[src/rtl/shift_add_mult_16bit.sv]
// 16x16 unsigned shift-add multiplier (FSM plus 16-bit ripple-of-CLA adder); EARLY_TERM_EN enables the zero-operand shortcut.
// Latency: done 17 cycles after start is accepted (1 cycle for a zero operand with EARLY_TERM_EN); start is ignored while busy.

module cla_4bit (
  input  logic [3:0] a,
  input  logic [3:0] b,
  input  logic       ci,
  output logic [3:0] s,
  output logic       co
);
  logic [3:0] p;
  logic [3:0] g;
  logic [3:0] c;

  assign p = a ^ b;
  assign g = a & b;

  assign c[0] = ci;
  assign c[1] = g[0] | (p[0] & ci);
  assign c[2] = g[1] | (p[1] & g[0]) | (p[1] & p[0] & ci);
  assign c[3] = g[2] | (p[2] & g[1]) | (p[2] & p[1] & g[0]) | (p[2] & p[1] & p[0] & ci);
  assign co   = g[3] | (p[3] & g[2]) | (p[3] & p[2] & g[1]) | (p[3] & p[2] & p[1] & g[0])
              | (p[3] & p[2] & p[1] & p[0] & ci);
  assign s    = p ^ c;
endmodule

module CLA_16bit_with_RC (
  input  logic [15:0] a,
  input  logic [15:0] b,
  input  logic        cin,
  output logic [15:0] sum,
  output logic        cout
);
  // Four lookahead nibbles, carry rippled between them.
  logic [4:0] c;
  assign c[0] = cin;
  assign cout = c[4];

  genvar gi;
  generate
    for (gi = 0; gi < 4; gi++) begin : g_nib
      cla_4bit u_nib (
        .a  (a[4*gi +: 4]),
        .b  (b[4*gi +: 4]),
        .ci (c[gi]),
        .s  (sum[4*gi +: 4]),
        .co (c[gi+1])
      );
    end
  endgenerate
endmodule

module shift_add_mult_16bit (
  input  logic        clk,
  input  logic        rst,
  input  logic        start,
  input  logic [15:0] multiplicand,
  input  logic [15:0] multiplier,
  output logic [31:0] product,
  output logic        busy,
  output logic        done
);
  typedef enum logic [1:0] {IDLE, CALC, DONE} state_t;

  state_t      state;
  logic [31:0] p_reg;
  logic [15:0] m_reg;
  logic [4:0]  cnt;
  logic [15:0] add_b;
  logic [15:0] add_s;
  logic        add_c;
  logic [31:0] p_next;
  logic        early;

  assign add_b = p_reg[0] ? m_reg : 16'h0000;

  CLA_16bit_with_RC u_adder (
    .a    (p_reg[31:16]),
    .b    (add_b),
    .cin  (1'b0),
    .sum  (add_s),
    .cout (add_c)
  );

  // Carry lands in bit 31 so the 32-bit result can never overflow.
  assign p_next = {add_c, add_s, p_reg[15:1]};

`ifdef EARLY_TERM_EN
  assign early = (multiplicand == 16'h0000) || (multiplier == 16'h0000);
`else
  assign early = 1'b0;
`endif

  always_ff @(posedge clk) begin
    if (rst) begin
      state   <= IDLE;
      p_reg   <= 32'h0;
      m_reg   <= 16'h0;
      cnt     <= 5'd0;
      product <= 32'h0;
      busy    <= 1'b0;
      done    <= 1'b0;
    end else begin
      case (state)
        IDLE: begin
          if (start) begin
            m_reg <= multiplicand;
            cnt   <= 5'd0;
            busy  <= 1'b1;
            if (early) begin
              p_reg   <= 32'h0;
              product <= 32'h0;
              done    <= 1'b1;
              state   <= DONE;
            end else begin
              p_reg <= {16'h0000, multiplier};
              state <= CALC;
            end
          end
        end
        CALC: begin
          p_reg <= p_next;
          cnt   <= cnt + 5'd1;
          if (cnt == 5'd15) begin
            product <= p_next;
            done    <= 1'b1;
            state   <= DONE;
          end
        end
        DONE: begin
          done  <= 1'b0;
          busy  <= 1'b0;
          state <= IDLE;
        end
        default: state <= IDLE;
      endcase
    end
  end
endmodule

[config.mk]
export PLATFORM = sky130hd
export DESIGN_NAME = shift_add_mult_16bit
export DESIGN_NICKNAME = d
export VERILOG_FILES = /design/src/rtl/shift_add_mult_16bit.sv
export SDC_FILE = /design/constraint.sdc
export NUM_CORES = 1
export LEC_CHECK = 0
export ABC_AREA = 1
export CAP_MARGIN = 20
export CORE_MARGIN = 5
export CORE_UTILIZATION = 60
export CTS_BUF_LIST = sky130_fd_sc_hd__clkbuf_2 sky130_fd_sc_hd__clkbuf_4 sky130_fd_sc_hd__clkbuf_8
export CTS_CLUSTER_DIAMETER = 50
export DETAILED_ROUTE_END_ITERATION = 8
export GPL_TIMING_DRIVEN = 0
export PLACE_DENSITY_LB_ADDON = 0.2
export SYNTH_ARGS = -nofsm -noshare
export SYNTH_HDL_FRONTEND = slang
export SYNTH_SLANG_ARGS = --single-unit
[constraint.sdc]
create_clock -name clk -period 4.05 [get_ports clk]
set_input_delay 1.215 -clock clk [delete_from_list [all_inputs] [get_ports clk]]
set_output_delay 1.215 -clock clk [all_outputs]
set_load 0.01 [all_outputs]
After elaboration in Yosys (flattened, before gate mapping)

Index checks and enable logic that the tools add are counted.
W data, S select, Z words.

Input port bits: 35
Output and inout port bits: 34
Register bits: 89

Bitwise gates (word level): 105
Equal/unequal tests: 5
Reductions and logical operators: 10
Add/subtract/negate cells: 1
Mux-type cells: 12

Operators with widths:

| cell                  | count |
|---|---|
| $pmux W32 S2          | 1 |
| $and A1 B1 Y1         | 57 |
| $or A1 B1 Y1          | 36 |
| $mux W32              | 1 |
| $xor A4 B4 Y4         | 8 |
| $and A4 B4 Y4         | 4 |
| $mux W16              | 1 |
| $reduce_and A2 Y1     | 6 |
| $pmux W5 S2           | 1 |
| $reduce_bool A2 Y1    | 3 |
| $add A5 B1 Y5 const B | 1 |
| $eq A5 B4 Y1 const B  | 1 |
| $mux W5               | 1 |
| $mux W2               | 2 |
| $ne A2 B2 Y1 const B  | 2 |
| $pmux W1 S2           | 2 |
| $pmux W2 S2           | 1 |
| $eq A2 B1 Y1 const B  | 1 |
| $eq A2 B2 Y1 const B  | 1 |
| $logic_not A2 Y1      | 1 |
| $mux W1               | 2 |

Depth between registers and ports, before layout

Depth after elaboration: 14
Depth in mapped cells: 20
Mapped depth without buffers: 18

Cells and area by module

Synthesis repeated with hierarchy kept, for this count alone.

Cell total of the unflattened synthesis: 607
Area, all modules: 4244.1 µm²

Modules (own cells, without submodules):

| module               | area each (µm²) | cells an instance | times used |
|---|---|---|---|
| shift_add_mult_16bit | 3488.3          | 483               | 1 |
| cla_4bit             | 188.9           | 31                | 4 |

Least setup slack after synthesis

Ideal clock, no wire load.

Kind: register -> register
Start point: reg p_reg[0]
End point: reg p_reg[28]
Library setup time: 0.070 ns
Data arrival time: 2.469 ns
Slack: 1.511 ns
Stages on the path, launching flop included: 17
Path buffers: 2
Period minus slack after synthesis: 2.539 ns
Path through: dfxtp_1 clkbuf_1 clkbuf_1 nand2_1 inv_1 ha_1 or2_0 nand2_1 nand2_2 nand2_2 nand2_4 nand2_4 nand2_4 fa_1 xor2_1 nand2_1 a21oi_1

Longest elaborated chain between the ends: 14
Elaborated cells on any way between the ends: 43
Classes of those cells: mux: 2; bitwise: 41

RTL lines:

| element                                                    | line   | source |
|---|---|---|
| from (decl)                                                | 66     | `logic [31:0] p_reg;` |
| from (signal assigned)                                     | 116    | `p_reg <= {16'h0000, multiplier};` |
| from (signal assigned)                                     | 122    | `p_reg <= p_next;` |
| $mux W16 *                                                 | 75     | `assign add_b = p_reg[0] ? m_reg : 16'h0000;` |
| $xor A4 B4 Y4 or $and A4 B4 Y4 (tied branches)             | 15, 16 |  |
| $and A1 B1 Y1 (on tied branches)                           | -      |  |
| $or A1 B1 Y1 or $and A1 B1 Y1 (tied branches) (2 in a row) | 22     | `assign co = g[3] \| (p[3] & g[2]) \| (p[3] & p[2] & g[1]) \| (p[3] & p[2] & p[1] & g[0])` |
| $or A1 B1 Y1                                               | 22     |  |
| $and A1 B1 Y1                                              | 23     | `\| (p[3] & p[2] & p[1] & p[0] & ci);` |
| $or A1 B1 Y1                                               | 23     |  |
| $and A1 B1 Y1                                              | 23     |  |
| $or A1 B1 Y1                                               | 23     |  |
| $and A1 B1 Y1                                              | 19     | `assign c[1] = g[0] \| (p[0] & ci);` |
| $or A1 B1 Y1                                               | 19     |  |
| $xor A4 B4 Y4 *                                            | 24     | `assign s = p ^ c;` |
| $pmux W32 S2 *                                             | 104    | `case (state)` |

Every way passes the cells marked *; elsewhere a longest branch is shown, timed or not.
A chain may end at the register's enable or synchronous reset.

Worst setup path in the final report

Same ends and word-level chain as after synthesis.

==> summary.md <==
| Metric | Value |
|---|---|
| Crit path max fanout | `10` |
| CTS root buf | `clkbuf_8` |
| Ratio of cells with drive above 1 in the final layout | `8.28%` |
| Max Clock Skew | `0.00880 ns` |
| Die Span Y | `94.0 microns` |
| Syn_nets | `614` |
| Gate Count Post-Synth | `557` |
| Fill count | `541` |
| Status | `complete, no violations` |
| First-pass GRT wire length | `17,500 microns` |
| Warnings from Yosys | `0` |
| RSZ-0062 raised after global routing | `no` |
| Leak | `2.39 nW` |
| Hold buffer count at CTS | `0` |
| Clock Latency Late Sink | `0.36 ns` |
| Routed wire length per instance | `14.4 microns` |
| Core area | `6830 sq um` |
| Drt total wl | `10,600 microns` |
| Final layout net count | `693` |
| DP Wirelength | `7750 microns` |
| Fin. max-slew vios | `0` |
| FMAX | `316 MHz` |
| Most frequent cells in the layout | `nand2_1 (147), dfxtp_1 (89), clkdlybuf4s50_1 (68), inv_1 (46), nor2_1 (40)` |
| Final setup viols | `0` |
| Reg-to-Reg Start | `p_reg[0]$_SDFFE_PP0P_` |
| Fin crit period | `3.17 ns` |
| Commonest non-fill, non-tap cell in the layout | `nand2_1` |
| Part of the cycle the worst path needs | `78.2%` |
| Vias | `3,970` |
| Clock sink count | `89` |
| Synth unique cells | `35` |
| CP required | `4.35 ns` |
| H-Tree Depth | `3` |
| Worst Reg2Reg Path Length in Cells | `16` |
| Hold depth | `2` |
| Avg Inst Size Synth | `7.59 sq um` |
| Largest net degree at the start of global routing | `15` |
| Non-filler cells, final | `736` |
| Gr ovfl total | `0` |
| Part of the Yosys area used for sequential elements | `42.1%` |
| Arrival time at the worst endpoint | `3.46 ns` |
| Final Wtd Congestion | `0.821` |
| Area added between synthesis and finish | `24.3%` |
| Relative slew slack | `61.0%` |
| Vias/cell | `5.39` |
| Worst-Margin Slew | `0.585 ns` |
| Diodes inserted | `0` |
| PostCTS Resize Cnt | `0` |
| CP Launch Type | `flip-flop` |
| HP Class | `flip-flop to flip-flop` |
| FF+latch count, synth | `89` |
| Crit path kind | `flip-flop to flip-flop` |
| Initial antenna violation count | `0` |
| DRC errors left | `0` |
| Sum Neg Setup Slack | `0 ns` |
| IO Port Bufs | `68` |
| CP endpoint kind | `flip-flop` |
| CTS buffer count | `9` |
| IO Count | `69` |
| CTS tree | `done` |
| Cell area after synthesis | `4230 sq um` |
| Starting Density | `61.9%` |
| Peak supply drop | `0.206 mV` |
| Power Density | `348 nW/um^2` |
| Iteration-0 DRC Markers | `202` |
| Total Die Area | `8830 sq um` |
| Tot GR Track Use | `25.1%` |
| Post-CTS setup buffer count | `0` |
| MaxCap Viol Count | `0` |
| Drt pass-1 iters | `5` |
| Die Span X | `94.0 microns` |
| Max Root-Sink Buffers | `2` |
| Hold path startpoint | `p_reg[9]$_SDFFE_PP0P_` |
| Count of antenna-violating nets left after detailed routing | `0` |
| Crit. Startpoint | `p_reg[0]$_SDFFE_PP0P_` |
| Vias in the first global route | `3,866` |
| Final Hold Vio Count | `0` |
| Clock-pin transition on the worst setup and hold timing paths | `0.09 ns` |
| Post-Place Cells | `721` |
| FP Rows | `30` |
critical path: stages, from the launching register on:
cell      delay (ns)
dfxtp_1         0.31
clkbuf_1        0.37
clkbuf_1        0.46
nand2_1         0.10
inv_1           0.07
ha_1            0.25
or2_0           0.22
nand2_1         0.08
nand2_2         0.08
nand2_2         0.08
nand2_4         0.07
nand2_4         0.07
nand2_4         0.07
fa_1            0.40
xor2_1          0.24
nand2_1         0.09
a21oi_1         0.15
path summary, 6_finish.rpt:
path / slack, ns / endpoint
setup / recovery: 0.88 / p_reg[28]$_SDFFE_PP0P_
hold reg to reg: 0.47 / product[8]$_SDFFE_PP0P_
hold / removal: 0.47 / product[8]$_SDFFE_PP0P_
setup reg to reg: 0.88 / p_reg[28]$_SDFFE_PP0P_
routing by layer:
| metal | routed length [microns] | vias to the layer above | part of all wire, % | global-route usage (%) |
|---|---|---|---|---|
| li1 | - | 1960 | - | - |
| met1 | 4340 | 1834 | 41 | 31.6 |
| met2 | 5050 | 142 | 48 | 41.2 |
| met3 | 850 | 34 | 8.0 | 4.33 |
| met4 | 348 | 0 | 3.3 | 12.5 |
| met5 | 0 | - | 0 | 0 |
kinds of logic (layout without fill, tap and decap cells):
kind of cell / count (synthesis) / in the layout / share of synthesized area (%)
adders and majority gates: 22 / 22 / 7.22
and+or+nand+nor: 249 / 249 / 26.1
xor gates and xnor gates: 8 / 8 / 1.66
buffers and inverters: 81 / 164 / 8.76
AOI/OAI and AO/OA: 108 / 108 / 14.2
DFF: 89 / 89 / 42.1
synth_stat cells, drive strengths merged:
master / n / share of area (%)
a21o: 2 / 0.35
a21oi: 34 / 4.2
a221oi: 2 / 0.41
a31oi: 17 / 2.5
buf: 9 / 1.7
clkbuf: 19 / 2.4
clkinv: 2 / 0.18
dfxtp: 89 / 42
fa: 4 / 1.9
ha: 18 / 5.3
inv: 51 / 4.5
nand2: 156 / 15
nand3: 34 / 4.3
nand3b: 2 / 0.35
nand4: 2 / 0.30
nor2: 48 / 5.4
nor3: 1 / 0.12
o21a: 2 / 0.35
o21ai: 46 / 5.4
o21bai: 5 / 0.89
or2: 6 / 0.89
xnor2: 2 / 0.41
xor2: 6 / 1.2
through the flow:
step                worst slack (ns)  hold slack [ns]  instance area (sq um)  utilization (%)  total power, mW
CTS                            0.874            0.472                   5260             77.0             1.83
detailed placement             0.995            0.452                   5030             73.6             1.15
floorplan                       1.51            0.435                   4230                -             1.07
global route                   0.628            0.482                   5260             77.0             1.90
global placement               0.990            0.448                   5030             73.6             1.15
finish                         0.884            0.470                   5260             77.0             1.83
report_power, final:
| part | switching (mW) | internal (mW) | leakage (nW) | total [mW] |
|---|---|---|---|---|
| Combinational | 0.123 | 0.0825 | 1.55 | 0.205 |
| Sequential | 0.0228 | 0.911 | 0.726 | 0.933 |
| Clock | 0.312 | 0.379 | 0.112 | 0.692 |
| Total | 0.458 | 1.37 | 2.39 | 1.83 |
area by class of cell:
type                            count  area (sq um)  share of cell area [%]
Timing Repair Buffer               68           681                    12.9
Tap cell                           96           120                    2.28
Multi-Input combinational cell    387          2080                    39.5
Clock buffer                       11           151                    2.88
Clock inverter                      4          76.3                    1.45
Buffer                             28           171                    3.26
Inverter                           53           199                    3.78
Sequential cell                    89          1780                    33.9
No activity file was read; power rests on OpenSTA's default activity.
